===== src/rtl/rf_wb_pkg.sv =====
// rf_wb_pkg
// Shared definitions for the register-file writeback arbiter and its queue.
//   REG_AW        : register address width (32 architectural registers)
//   XLEN_DEFAULT  : default data width
//   NUM_REGS      : number of architectural registers
//   rf_wb_entry_t : one queued long-path write {valid, wa, wd} at default width
//   reg_onehot    : one-hot decode of a register address
package rf_wb_pkg;

    localparam int REG_AW       = 5;
    localparam int XLEN_DEFAULT = 32;
    localparam int NUM_REGS     = 32;

    typedef struct packed {
        logic                    valid;
        logic [REG_AW-1:0]       wa;
        logic [XLEN_DEFAULT-1:0] wd;
    } rf_wb_entry_t;

    // One-hot decode of a register address, used to build per-register masks.
    function automatic logic [NUM_REGS-1:0] reg_onehot(input logic [REG_AW-1:0] wa);
        logic [NUM_REGS-1:0] mask;
        mask     = '0;
        mask[wa] = 1'b1;
        return mask;
    endfunction

endpackage


===== src/rtl/rf_wb_queue.sv =====
// rf_wb_queue
// Circular FIFO for long-latency writeback results, with an address-match kill.
// A kill clears the valid bit of every occupied entry whose address matches,
// including an entry being pushed in the same cycle. Entries pushed to x0 are
// stored invalid. Popped entries have their valid bit cleared so that the
// valid vector only ever reflects occupied slots.
// Optional build macro: RF_WB_PENDING_EN exports per-entry valid/address.
// Ports:
//   clk, rst_n          clock, asynchronous active-low reset
//   i_push, i_push_wa/wd push request (caller gates with !o_full) and payload
//   i_pop               pop request (ignored when empty)
//   i_kill_en/i_kill_wa invalidate matching entries
//   o_full, o_empty     occupancy flags
//   o_head_valid/wa/wd  head entry (o_head_valid is 0 when empty)
//   o_ent_valid/o_ent_wa per-entry state (RF_WB_PENDING_EN only)
module rf_wb_queue
    import rf_wb_pkg::*;
#(
    parameter int DEPTH = 4,
    parameter int XLEN  = XLEN_DEFAULT
) (
    input  logic                    clk,
    input  logic                    rst_n,
    input  logic                    i_push,
    input  logic [REG_AW-1:0]       i_push_wa,
    input  logic [XLEN-1:0]         i_push_wd,
    input  logic                    i_pop,
    input  logic                    i_kill_en,
    input  logic [REG_AW-1:0]       i_kill_wa,
    output logic                    o_full,
    output logic                    o_empty,
    output logic                    o_head_valid,
    output logic [REG_AW-1:0]       o_head_wa,
    output logic [XLEN-1:0]         o_head_wd
`ifdef RF_WB_PENDING_EN
    ,
    output logic [DEPTH-1:0]        o_ent_valid,
    output logic [DEPTH*REG_AW-1:0] o_ent_wa
`endif
);

    localparam int PW = $clog2(DEPTH);

    // Pointers carry one extra wrap bit to tell full from empty.
    logic [PW:0]        r_wr_ptr;
    logic [PW:0]        r_rd_ptr;
    logic [DEPTH-1:0]   r_valid;
    logic [REG_AW-1:0]  r_wa [DEPTH];
    logic [XLEN-1:0]    r_wd [DEPTH];

    logic [PW-1:0]      w_wr_idx;
    logic [PW-1:0]      w_rd_idx;
    logic               w_push_ok;
    logic               w_pop_ok;
    logic               w_push_live;
    logic [DEPTH-1:0]   w_match;

    assign w_wr_idx  = r_wr_ptr[PW-1:0];
    assign w_rd_idx  = r_rd_ptr[PW-1:0];
    assign o_empty   = (r_wr_ptr == r_rd_ptr);
    assign o_full    = (w_wr_idx == w_rd_idx) && (r_wr_ptr[PW] != r_rd_ptr[PW]);
    assign w_push_ok = i_push && !o_full;
    assign w_pop_ok  = i_pop && !o_empty;

    // A newly pushed entry is dead on arrival if it targets x0 or is killed
    // by an ALU write to the same register in the same cycle.
    assign w_push_live = (i_push_wa != '0) && !(i_kill_en && (i_kill_wa == i_push_wa));

    assign o_head_valid = !o_empty && r_valid[w_rd_idx];
    assign o_head_wa    = r_wa[w_rd_idx];
    assign o_head_wd    = r_wd[w_rd_idx];

    always_comb begin
        w_match = '0;
        for (int i = 0; i < DEPTH; i++) begin
            w_match[i] = r_valid[i] && i_kill_en && (r_wa[i] == i_kill_wa);
        end
    end

    always_ff @(posedge clk or negedge rst_n) begin
        if (!rst_n) begin
            r_wr_ptr <= '0;
            r_rd_ptr <= '0;
        end else begin
            if (w_push_ok) r_wr_ptr <= r_wr_ptr + 1'b1;
            if (w_pop_ok)  r_rd_ptr <= r_rd_ptr + 1'b1;
        end
    end

    // The push slot can never be the pop slot: a push needs !full and a pop
    // needs !empty, so equal indices would mean an empty queue with no pop.
    always_ff @(posedge clk or negedge rst_n) begin
        if (!rst_n) begin
            r_valid <= '0;
        end else begin
            for (int i = 0; i < DEPTH; i++) begin
                if (w_push_ok && (w_wr_idx == PW'(i))) begin
                    r_valid[i] <= w_push_live;
                end else if ((w_pop_ok && (w_rd_idx == PW'(i))) || w_match[i]) begin
                    r_valid[i] <= 1'b0;
                end
            end
        end
    end

    // Payload storage needs no reset; the valid bits qualify it.
    always_ff @(posedge clk) begin
        if (w_push_ok) begin
            r_wa[w_wr_idx] <= i_push_wa;
            r_wd[w_wr_idx] <= i_push_wd;
        end
    end

`ifdef RF_WB_PENDING_EN
    assign o_ent_valid = r_valid;
    always_comb begin
        o_ent_wa = '0;
        for (int i = 0; i < DEPTH; i++) begin
            o_ent_wa[i*REG_AW +: REG_AW] = r_wa[i];
        end
    end
`endif

endmodule


===== src/rtl/rf_writeback_arb.sv =====
// rf_writeback_arb
// Arbitrates the single register-file write port between single-cycle ALU
// results (always win, no backpressure) and long-latency results buffered in
// rf_wb_queue. Writes to x0 never reach rf_we. An accepted ALU write kills
// queued writes to the same register, since the ALU result is younger.
// Optional build macro: RF_WB_PENDING_EN adds the 'pending' scoreboard output.
// Ports:
//   clk, rst_n                 clock, asynchronous active-low reset
//   alu_we/alu_wa/alu_wd       ALU write
//   lu_valid/lu_ready/lu_wa/lu_wd  long-path write handshake
//   rf_we/rf_wa/rf_wd          registered register-file write port
//   byp_ra1/2, byp_hit1/2, byp_data1/2  bypass of the in-flight write
//   pending                    per-register outstanding write (RF_WB_PENDING_EN)
module rf_writeback_arb
    import rf_wb_pkg::*;
#(
    parameter int DEPTH = 4,
    parameter int XLEN  = XLEN_DEFAULT
) (
    input  logic                clk,
    input  logic                rst_n,
    input  logic                alu_we,
    input  logic [REG_AW-1:0]   alu_wa,
    input  logic [XLEN-1:0]     alu_wd,
    input  logic                lu_valid,
    output logic                lu_ready,
    input  logic [REG_AW-1:0]   lu_wa,
    input  logic [XLEN-1:0]     lu_wd,
    output logic                rf_we,
    output logic [REG_AW-1:0]   rf_wa,
    output logic [XLEN-1:0]     rf_wd,
    input  logic [REG_AW-1:0]   byp_ra1,
    input  logic [REG_AW-1:0]   byp_ra2,
    output logic                byp_hit1,
    output logic                byp_hit2,
    output logic [XLEN-1:0]     byp_data1,
    output logic [XLEN-1:0]     byp_data2
`ifdef RF_WB_PENDING_EN
    ,
    output logic [NUM_REGS-1:0] pending
`endif
);

    logic                r_rf_we;
    logic [REG_AW-1:0]   r_rf_wa;
    logic [XLEN-1:0]     r_rf_wd;

    logic                w_alu_win;
    logic                w_push;
    logic                w_pop;
    logic                w_q_full;
    logic                w_q_empty;
    logic                w_head_valid;
    logic [REG_AW-1:0]   w_head_wa;
    logic [XLEN-1:0]     w_head_wd;
`ifdef RF_WB_PENDING_EN
    logic [DEPTH-1:0]        w_ent_valid;
    logic [DEPTH*REG_AW-1:0] w_ent_wa;
`endif

    // An ALU write to x0 is a no-op, so it neither wins the port nor kills.
    assign w_alu_win = alu_we && (alu_wa != '0);
    assign lu_ready  = !w_q_full;
    assign w_push    = lu_valid && lu_ready;
    assign w_pop     = !w_alu_win && !w_q_empty;

    rf_wb_queue #(
        .DEPTH (DEPTH),
        .XLEN  (XLEN)
    ) u_queue (
        .clk          (clk),
        .rst_n        (rst_n),
        .i_push       (w_push),
        .i_push_wa    (lu_wa),
        .i_push_wd    (lu_wd),
        .i_pop        (w_pop),
        .i_kill_en    (w_alu_win),
        .i_kill_wa    (alu_wa),
        .o_full       (w_q_full),
        .o_empty      (w_q_empty),
        .o_head_valid (w_head_valid),
        .o_head_wa    (w_head_wa),
        .o_head_wd    (w_head_wd)
`ifdef RF_WB_PENDING_EN
        ,
        .o_ent_valid  (w_ent_valid),
        .o_ent_wa     (w_ent_wa)
`endif
    );

    // Output stage: the address/data hold their last value when idle; only
    // rf_we qualifies them. An invalid (killed or x0) head pops as a bubble.
    always_ff @(posedge clk or negedge rst_n) begin
        if (!rst_n) begin
            r_rf_we <= 1'b0;
            r_rf_wa <= '0;
            r_rf_wd <= '0;
        end else if (w_alu_win) begin
            r_rf_we <= 1'b1;
            r_rf_wa <= alu_wa;
            r_rf_wd <= alu_wd;
        end else if (w_pop && w_head_valid) begin
            r_rf_we <= 1'b1;
            r_rf_wa <= w_head_wa;
            r_rf_wd <= w_head_wd;
        end else begin
            r_rf_we <= 1'b0;
        end
    end

    assign rf_we     = r_rf_we;
    assign rf_wa     = r_rf_wa;
    assign rf_wd     = r_rf_wd;

    assign byp_hit1  = r_rf_we && (byp_ra1 == r_rf_wa);
    assign byp_hit2  = r_rf_we && (byp_ra2 == r_rf_wa);
    assign byp_data1 = r_rf_wd;
    assign byp_data2 = r_rf_wd;

`ifdef RF_WB_PENDING_EN
    // x0 is masked explicitly even though no valid entry can target it.
    always_comb begin
        pending = '0;
        if (r_rf_we) pending = pending | reg_onehot(r_rf_wa);
        for (int i = 0; i < DEPTH; i++) begin
            if (w_ent_valid[i]) pending = pending | reg_onehot(w_ent_wa[i*REG_AW +: REG_AW]);
        end
        pending[0] = 1'b0;
    end
`endif

endmodule

===== config.mk =====
export PLATFORM = sky130hd
export DESIGN_NAME = rf_writeback_arb
export DESIGN_NICKNAME = d
export VERILOG_FILES = /design/src/rtl/rf_wb_pkg.sv /design/src/rtl/rf_wb_queue.sv /design/src/rtl/rf_writeback_arb.sv
export SDC_FILE = /design/constraint.sdc
export NUM_CORES = 1
export LEC_CHECK = 0
export ABC_AREA = 0
export BUFFER_PORTS_ARGS = -buffer_cell sky130_fd_sc_hd__buf_2
export CAP_MARGIN = 0
export CELL_PAD_IN_SITES_DETAIL_PLACEMENT = 0
export CELL_PAD_IN_SITES_GLOBAL_PLACEMENT = 2
export CORE_MARGIN = 2
export CORE_UTILIZATION = 34
export CTS_CLUSTER_DIAMETER = 80
export DETAILED_ROUTE_END_ITERATION = 7
export PLACE_DENSITY = 0.74
export SLEW_MARGIN = 40
export SYNTH_ARGS = -nofsm -noshare
export SYNTH_HDL_FRONTEND = slang
export SYNTH_SLANG_ARGS = --single-unit

===== constraint.sdc =====
create_clock -name clk -period 2.73 [get_ports clk]
set_clock_uncertainty 0.1 [all_clocks]
set_input_delay 0.273 -clock clk [delete_from_list [all_inputs] [get_ports clk]]
set_output_delay 0.273 -clock clk [all_outputs]
set_load 0.01 [all_outputs]

==> impl_metrics.ini, run 1 <==
[outcome]
status = finished clean

[clock_network]
cts.repair.resized = 0
cts_buffers = 17
cts_tree = built
cts.clk_slew.worst_paths_ps = 70
ctsRootBufferMaster = clkbuf_16
worstSkewPairLatency_ps = 430
clk_path_buf_depth = 2
clock-sinks = 196
cts.htree.levels = 4

[critical_path]
worstSetupEndpointType = flip-flop
arrival_ps = 2400
crit_path_max_fanout = 23
critical_path_class = flip-flop to flip-flop
ff2ff_setup_slack_ps = 360
crit_required_ps = 2760
worstSetupStartpointType = flip-flop

[worst_hold_path]
worstHoldPathType = input port to flip-flop

[timing]
setup_tns_ps = 0
maxSlewHeadroom = 0.571
period_needed_ps = 2370
setup_viol = 0
fin_crit_sh = 0.869
hold_viol_final = 0
slew_viol_final = 0
worstMarginPinSlew_ps = 644
worst_slack_ps = 358
grt_setup_unrepaired = false
fmax_mhz = 422

[synth]
postSynth.asyncResetShare = 0.245
synth-seq-cells = 196
synthCells = 533
synth_area_mm2 = 0.00859
syn_nets = 629
ys_seq_area_frac = 0.657
yosysUniqueCellTypes = 33
yosysWarnings = 0
synth_ff_type = edfxtp_1
syn_avg_cell_area_um2 = 16.1
synth_enable_flop_cells = 148

[global_route]
antenna_found_initial = 1
grt_start_max_net_pins = 43
first_global_vias = 4883
grt_pass1_wl_um = 27400
grt_usage = 0.139
gr-total-overflow = 0

[drt]
via_count = 4846
drc_errors = 0
ant_nets = 0
dr.pass1.iters = 4
routed_wl_um = 18100
wire_per_inst_um = 17.3
viasPerCell = 4.63
drt-initial-drc-count = 254

[power_and_ir_drop]
p_total_mw = 11.1
internal_power_mw = 7.28
seqPwrFrac = 0.418
pwr-share-comb = 0.373
irDropWorstVdd_mv = 0.514
powerDensity_mw_per_mm2 = 1060
p_clk_frac = 0.210
netSwitchingPower_mw = 3.79
p_leak_nw = 4.04
swShare = 0.342

[floorplanning]
die_y_um = 163
initial_core_util = 0.344
die_w_um = 163
die_area_mm2 = 0.0266
num_rows = 58
io_pins = 193
core_mm2 = 0.0250

[job]
maxCapViolations = 0

[finish]
nets = 798
stdcell_count = 1046
drive_gt1_frac = 0.396
nFillCells = 2323
syn_to_final_growth_pct = 21.1
final_core_util = 0.417

[place]
gp_congestion = 0.812
dp.cells = 980
pre_cts_ws_ps = 323
portBuffers = 192
dp_hpwl_um = 12400
[path summary, 6_finish.rpt]
| kind | startpoint | to | cells past startpoint |
|---|---|---|---|
| worst max-delay path | u_queue.r_rd_ptr[0]$_DFFE_PN0P_ | u_queue.r_wd[1][19]$_DFFE_PP_ | 4 |
| worst min-delay path | lu_wa[3] | u_queue.r_wa[2][3]$_DFFE_PP_ | 1 |
| worst max register to register | u_queue.r_rd_ptr[0]$_DFFE_PN0P_ | u_queue.r_wd[1][19]$_DFFE_PP_ | 4 |
| worst min register to register | u_queue.r_wr_ptr[2]$_DFFE_PN0P_ | u_queue.r_wr_ptr[2]$_DFFE_PN0P_ | 1 |
| max in group asynchronous | rst_n | rf_wa[2]$_DFFE_PN0P_ | 3 |
| min in group asynchronous | rst_n | byp_data1[27]$_DFFE_PN0P_ | 2 |
[kinds of logic after synthesis]
kind of cell / synth area share
and+or+nand+nor: 0.0331
AOI/OAI and AO/OA: 0.0374
DFF: 0.657
buffers and inverters: 0.0752
xor gates and xnor gates: 0.0438
adders and majority gates: 0.0117
muxes: 0.142
[cell type report]
class	count	area (um2)	area share
diodes	1	2.50	0.000241
clock buffers	20	437	0.0420
clock inverters	12	106	0.0102
inverters	4	15.0	0.00144
multi-input cells	242	2310	0.222
flip-flops and latches	196	5650	0.543
well taps	330	413	0.0397
repair buffers	241	1470	0.141
[through the flow]
stage	area [um2]	hold slack, ps
6_report	10400	29.3
3_5_place_dp	9520	182
4_1_cts	10400	15.0
5_1_grt	10400	29.3
3_3_place_gp	9520	179
2_1_floorplan	8590	-123
[flip-flops by register name (all words and copies together) (netlist names)]
signal	cells
byp_data1	32
rf_wa	5
rf_we	1
u_queue.r_rd_ptr	3
u_queue.r_valid	4
u_queue.r_wa	20
u_queue.r_wd	128
u_queue.r_wr_ptr	3
[power groups by stage]
| stage | clock [mW] | combinational, mW | sequential [mW] |
|---|---|---|---|
| detailed placement | 0 | 4.18 | 4.70 |
| floorplan | 0 | 3.12 | 4.74 |
| global route | 2.50 | 4.56 | 4.72 |
| CTS | 2.38 | 4.23 | 4.64 |
| finish | 2.32 | 4.13 | 4.62 |
| global placement | 0 | 4.14 | 4.63 |
[per-layer routing]
metal | vias to the layer above | global-route usage | share of wire | wire, um
li1 | 2267 | - | - | -
met1 | 2418 | 0.171 | 0.43 | 7800
met2 | 144 | 0.242 | 0.51 | 9190
met3 | 17 | 0.0308 | 0.047 | 858
met4 | 0 | 0.0499 | 0.015 | 266
met5 | - | 0 | 0 | 0
[Yosys cell counts (2+ instances only)]
| cell type | number | share of area |
|---|---|---|
| edfxtp_1 | 148 | 0.52 |
| buf_4 | 66 | 0.058 |
| dfrtp_1 | 48 | 0.14 |
| nor2_1 | 39 | 0.017 |
| mux4_2 | 38 | 0.10 |
| a21oi_1 | 37 | 0.022 |
| mux2i_1 | 36 | 0.042 |
| xor2_1 | 22 | 0.022 |
| xnor2_1 | 21 | 0.021 |
| clkbuf_1 | 10 | 0.0044 |
| buf_2 | 9 | 0.0052 |
| ha_1 | 8 | 0.012 |
| and3_1 | 6 | 0.0044 |
| nand2_1 | 5 | 0.0022 |
| nand3_1 | 5 | 0.0029 |
| buf_6 | 4 | 0.0052 |
| inv_1 | 4 | 0.0017 |
| nor4_1 | 4 | 0.0029 |
| a211oi_1 | 3 | 0.0026 |
| a21o_1 | 3 | 0.0026 |
| o41ai_1 | 3 | 0.0031 |
| buf_1 | 2 | 0.00087 |
| o21ai_0 | 2 | 0.0012 |
[cell usage in the layout, fill, tap and decap left out, drive strengths merged, types with 8 or more instances in the layout]
master,netlist,final
xnor2,21,21
clkbuf,10,20
mux2i,36,36
ha,8,8
dlygate4sd3,0,33
nor2,39,39
a21oi,37,37
mux4,38,38
buf,81,208
edfxtp,148,148
xor2,22,22
dfrtp,48,48
[timing repair]
action	4_1_cts	5_1_grt
hold buffers	33	0
hold endpoints to repair	146	0
setup buffers	0	0
[worst max-delay path, cell delays in order (launching register included)]
cell     delay (ps)
dfrtp_4         500
xor2_1          310
or3_1           260
and3_2          630
buf_12          240
Power figures use the tool's default switching activity.
==> run 2: changes to the inputs <==
--- a/config.mk
+++ b/config.mk
@@ -6,15 +6,16 @@
 export NUM_CORES = 1
 export LEC_CHECK = 0
 export ABC_AREA = 0
-export BUFFER_PORTS_ARGS = -buffer_cell sky130_fd_sc_hd__buf_2
 export CAP_MARGIN = 0
 export CELL_PAD_IN_SITES_DETAIL_PLACEMENT = 0
 export CELL_PAD_IN_SITES_GLOBAL_PLACEMENT = 2
 export CORE_MARGIN = 2
-export CORE_UTILIZATION = 34
+export CORE_UTILIZATION = 40
 export CTS_CLUSTER_DIAMETER = 80
 export DETAILED_ROUTE_END_ITERATION = 7
+export DONT_BUFFER_PORTS = 1
 export PLACE_DENSITY = 0.74
+export REMOVE_ABC_BUFFERS = 1
 export SLEW_MARGIN = 40
 export SYNTH_ARGS = -nofsm -noshare
 export SYNTH_HDL_FRONTEND = slang
==> run 2 against run 1 <==
  * Sequential share of layout area is 3.0 points higher
  * Routed wire length is 7.5% lower
  * Via count is 12% lower
  * Fmax is 0.21% lower
  * Critical path depth is 3 higher
  * Power is 3.9% lower
  * Sequential power is 9.7% higher
  * Count of clock-buffer cells in the layout is 2 lower
  * Cell count is 20% lower
  * Sequential cell count stayed put
  * Critical endpoint is now byp_data1[7]$_DFFE_PN0P_
  * Highest routed layer unchanged
==> impl_metrics.ini, run 2 (same netlist as run 1, synthesis figures left out) <==
[clock_network]
clock-sinks = 196
cts.clk_slew.worst_paths_ps = 70
worstSkewPairLatency_ps = 420
ctsRootBufferMaster = clkbuf_16
clk_path_buf_depth = 2
cts.htree.levels = 4
cts_tree = built
cts.repair.resized = 0
cts_buffers = 17

[critical_path]
crit_path_max_fanout = 67
ff2ff_setup_slack_ps = 350
r2r-end = byp_data1[7]$_DFFE_PN0P_
crit_required_ps = 2930
worstSetupEndpointType = flip-flop
worstSetupStartpointType = flip-flop
reg2regPathDepth = 7
critical_path_class = flip-flop to flip-flop
reg2reg_from = u_queue.r_rd_ptr[0]$_DFFE_PN0P_
endpoint = byp_data1[7]$_DFFE_PN0P_
crit_start = u_queue.r_rd_ptr[0]$_DFFE_PN0P_
arrival_ps = 2570

[finish]
regMostFlops = u_queue.r_wd
layout_commonest_cell = edfxtp_1
syn_to_final_growth_pct = 14.8
final_cell_mix = edfxtp_1, dlygate4sd3_1, dfrtp_1, nor2_1, mux4_2
largest_reg_flops = 128
diodes = 0
drive_gt1_frac = 0.166
nets = 649

[place]
gp_congestion = 0.756
dp_hpwl_um = 10900
portBuffers = 0
pre_cts_ws_ps = 379

[timing]
worstMarginPinSlew_ps = 742
hold_viol_final = 0
worst_slack_ps = 353
fin_crit_sh = 0.871
slew_viol_final = 0
fmax_mhz = 421
maxSlewHeadroom = 0.503
whs_ps = 35.8
period_needed_ps = 2380
grt_setup_unrepaired = false
setup_viol = 0

[outcome]
status = finished clean

[floorplanning]
die_y_um = 151
num_rows = 53
initial_core_util = 0.409
die_area_mm2 = 0.0227
die_w_um = 151
core_mm2 = 0.0210
io_pins = 193

[power_and_ir_drop]
irDropWorstVdd_mv = 0.454
powerDensity_mw_per_mm2 = 1080
p_leak_nw = 3.52

[drt]
wire_per_inst_um = 19.9
ant_nets = 0
routed_wl_um = 16800
drc_errors = 0
via_count = 4255
dr.pass1.iters = 4
viasPerCell = 5.06
drt-initial-drc-count = 233

[global_route]
antenna_found_initial = 0
first_global_vias = 4685
grt_start_max_net_pins = 68
gr-total-overflow = 0
grt_usage = 0.154
grt_pass1_wl_um = 26000

[worst_hold_path]
worstHoldPathType = input port to flip-flop

[job]
maxCapViolations = 0
-- run 2: changes by cell type in the layout (fill, tap and decap cells not counted), sizes merged --
cell and delta:
buf -192, clkinvlp +2, bufinv +2, diode -1, inv +2, dlygate4sd3 +43, clkbuf -2, clkinv -4
-- run 2: worst min-delay path by stage --
| stage | from | end | depth (start not counted) |
|---|---|---|---|
| after floorplan | rst_n | byp_data1[0]$_DFFE_PN0P_ | 0 |
| after global placement | rst_n | rf_wa[3]$_DFFE_PN0P_ | 0 |
| after detailed placement | rst_n | rf_wa[0]$_DFFE_PN0P_ | 0 |
| after CTS | lu_valid | u_queue.r_wr_ptr[0]$_DFFE_PN0P_ | 2 |
| after global routing | lu_valid | u_queue.r_wr_ptr[0]$_DFFE_PN0P_ | 2 |
| final | lu_valid | u_queue.r_wr_ptr[0]$_DFFE_PN0P_ | 2 |
-- run 2: layer usage --
| metal | global-route usage | up-vias | share of wire |
|---|---|---|---|
| li1 | - | 1963 | - |
| met1 | 0.193 | 2144 | 0.43 |
| met2 | 0.267 | 135 | 0.51 |
| met3 | 0.0409 | 13 | 0.056 |
| met4 | 0.0396 | 0 | 0.010 |
| met5 | 0 | - | 0 |
-- run 2: area by class of cell --
type,count,area [um2]
fillers,1807,11200
repair buffers,92,938
inverters,4,15.0
flip-flops and latches,196,5650
multi-input cells,242,2310
clock inverters,14,174
clock buffers,18,429
well taps,275,344
-- run 2: power by group --
group / switching (mW) / internal, mW / total, mW / leakage, nW
clock network: 1.13 / 1.46 / 2.59 / 0.286
logic: 1.60 / 1.39 / 2.98 / 1.33
registers: 0.925 / 4.14 / 5.07 / 1.90
total: 3.65 / 6.99 / 10.6 / 3.52
-- run 2: metrics by stage --
stage                     cell area, um2  cells  setup TNS (ps)  utilization  power [mW]
after floorplan                     7960    442         -225150            -        7.15
after global placement              8470    732               0        0.403        7.99
after detailed placement            8470    732               0        0.403        8.09
after CTS                           9860    841               0        0.469        10.8
after global routing                9860    841               0        0.469        11.3
final                               9860    841               0        0.469        10.6
-- run 2: timing repair --
action	4_1_cts	5_1_grt
setup buffers	0	0
hold endpoints to repair	233	0
hold buffers	77	0
-- run 2: worst max-delay path, cell delays in order, from the launching register on --
cell and delay [ps]:
dfrtp_4 420, buf_4 320, mux4_2 560, o31ai_2 210, nand2_2 140, buf_12 200
nor2_1 160, a21oi_1 50
==> run 3: changes to the inputs <==
--- a/config.mk
+++ b/config.mk
@@ -10,11 +10,12 @@
 export CELL_PAD_IN_SITES_DETAIL_PLACEMENT = 0
 export CELL_PAD_IN_SITES_GLOBAL_PLACEMENT = 2
 export CORE_MARGIN = 2
-export CORE_UTILIZATION = 40
+export CORE_UTILIZATION = 42
+export CTS_BUF_LIST = sky130_fd_sc_hd__clkbuf_4 sky130_fd_sc_hd__clkbuf_8
 export CTS_CLUSTER_DIAMETER = 80
 export DETAILED_ROUTE_END_ITERATION = 7
 export DONT_BUFFER_PORTS = 1
-export PLACE_DENSITY = 0.74
+export PLACE_DENSITY = 0.77
 export REMOVE_ABC_BUFFERS = 1
 export SLEW_MARGIN = 40
 export SYNTH_ARGS = -nofsm -noshare
==> run 3 against run 2 <==
  * Via count is 1.1% higher
  * Routed wire length is 0.12% lower
  * Non-clock buffer count is 2 lower
  * Power is 6.1% lower
  * Die area is 4.6% lower
  * First-iteration DRC count is 6.0% lower
  * Fmax is 2.8% lower
  * Utilization is 1.1 points higher
  * Sequential power hardly changed
  * Largest cell class unchanged
==> impl_metrics.ini, run 3 (same netlist as run 1, synthesis figures left out) <==
[critical_path]
worstSetupEndpointType = flip-flop
crit_path_max_fanout = 51
reg2regPathDepth = 7
critical_path_class = flip-flop to flip-flop
r2r-end = byp_data1[5]$_DFFE_PN0P_
crit_chain = buf_4 -> mux4_2 -> o31ai_2 -> nand2_2 -> buf_12 -> nor2_1 -> a21oi_1
worstSetupStartpointType = flip-flop
crit_required_ps = 2960
arrival_ps = 2680
slowest_delay_ps = 540
reg2reg_from = u_queue.r_rd_ptr[1]$_DFFE_PN0P_
ff2ff_setup_slack_ps = 280
cp_slowest_cell = buf_4

[power_and_ir_drop]
swShare = 0.361
pwr-share-comb = 0.303
irDropWorstVdd_mv = 0.483
seqPwrFrac = 0.507
internal_power_mw = 6.38
powerDensity_mw_per_mm2 = 1030
p_clk_frac = 0.189
netSwitchingPower_mw = 3.60
p_leak_nw = 3.43

[floorplanning]
core_mm2 = 0.0202
die_w_um = 147
die_area_mm2 = 0.0216
num_rows = 52
die_y_um = 147
io_pins = 193
initial_core_util = 0.426

[clock_network]
cts.clk_slew.worst_paths_ps = 100
clock-sinks = 196
worstSkewPairLatency_ps = 450
post-cts-setup-buffers = 0
cts_tree = built
cts.repair.resized = 0
ctsRootBufferMaster = clkbuf_8
cts_hold_buf = 78
clk_path_buf_depth = 2
cts.htree.levels = 4
cts_buffers = 17

[timing]
hold_viol_final = 0
grt_setup_unrepaired = false
slew_viol_final = 0
maxSlewHeadroom = 0.566
setup_viol = 0
worst_slack_ps = 284
setup_tns_ps = 0
worstMarginPinSlew_ps = 651
fmax_mhz = 409
period_needed_ps = 2450
fin_crit_sh = 0.896
whs_ps = 181

[finish]
nets = 647
diodes = 0
largest_reg_flops = 128
final_cell_mix = edfxtp_1, dlygate4sd3_1, dfrtp_1, nor2_1, mux4_2
regMostFlops = u_queue.r_wd
stdcell_count = 834
drive_gt1_frac = 0.165
layout_commonest_cell = edfxtp_1
final_core_util = 0.480
syn_to_final_growth_pct = 12.8

[drt]
routed_wl_um = 16700
wire_per_inst_um = 20.1
ant_nets = 0
dr.pass1.iters = 4
drc_errors = 0
viasPerCell = 5.16
drt-initial-drc-count = 219
via_count = 4301

[outcome]
status = finished clean

[worst_hold_path]
whs_path_depth = 3
min_delay_worst_endpoint = u_queue.r_valid[1]$_DFFE_PN0P_
worstHoldStart = lu_wa[4]
worstHoldPathType = input port to flip-flop

[place]
portBuffers = 0
pre_cts_ws_ps = 299
gp_congestion = 0.736
dp_hpwl_um = 10400
dp.cells = 724

[global_route]
grt_usage = 0.161
first_global_vias = 4674
grt_use_met3 = 0.0435
grt_start_max_net_pins = 52
grt_pass1_wl_um = 26200
grt_use_met2 = 0.282
grt_busiest_layer = met2
antenna_found_initial = 0
gr-total-overflow = 0
met1_usage = 0.199

[job]
maxCapViolations = 0
==> run 3: critical path, delay by kind of cell (launching register included) <==
family	cells	cell delay, ps
AO/OA/AOI/OAI	2	150
multiplexers	1	420
AND/OR/NAND/NOR	2	420
buffers and inverters	2	820
flip-flops	1	370
==> run 3: how the worst max path moves through the flow <==
stage / cells past startpoint / endpoint / startpoint
after global placement: 7 / byp_data1[15]$_DFFE_PN0P_ / u_queue.r_rd_ptr[1]$_DFFE_PN0P_
after floorplan: 5 / rf_wa[4]$_DFFE_PN0P_ / alu_wa[1]
final: 7 / byp_data1[5]$_DFFE_PN0P_ / u_queue.r_rd_ptr[1]$_DFFE_PN0P_
after detailed placement: 7 / byp_data1[14]$_DFFE_PN0P_ / u_queue.r_rd_ptr[1]$_DFFE_PN0P_
after global routing: 7 / byp_data1[5]$_DFFE_PN0P_ / u_queue.r_rd_ptr[1]$_DFFE_PN0P_
after CTS: 7 / byp_data1[14]$_DFFE_PN0P_ / u_queue.r_rd_ptr[1]$_DFFE_PN0P_
==> run 3: metal layers <==
metal | share of wire | vias up
met1 | 0.43 | 2208
li1 | - | 1952
met3 | 0.055 | 11
met4 | 0.0087 | 0
met5 | 0 | -
met2 | 0.51 | 130
==> run 3: area by class of cell <==
type | count | area, um2
timing repair buffer | 90 | 963
sequential | 196 | 5650
inverter | 4 | 15.0
multi-input combinational | 242 | 2310
clock buffer | 17 | 234
clock inverter | 15 | 171
tap | 270 | 338
fill | 1759 | 10500
==> run 3: power groups by stage <==
stage | registers, mW | logic, mW | clock network [mW]
6_report | 5.07 | 3.03 | 1.89
3_5_place_dp | 5.15 | 2.96 | 0
3_3_place_gp | 5.12 | 2.90 | 0
2_1_floorplan | 5.21 | 1.94 | 0
4_1_cts | 5.08 | 3.10 | 1.97
5_1_grt | 5.19 | 3.36 | 2.07
==> run 3: per-stage QoR <==
| stage | instance area, um2 | total power [mW] |
|---|---|---|
| detailed placement | 8480 | 8.11 |
| global route | 9690 | 10.6 |
| global placement | 8480 | 8.02 |
| finish | 9690 | 9.99 |
| CTS | 9690 | 10.1 |
| floorplan | 7960 | 7.15 |
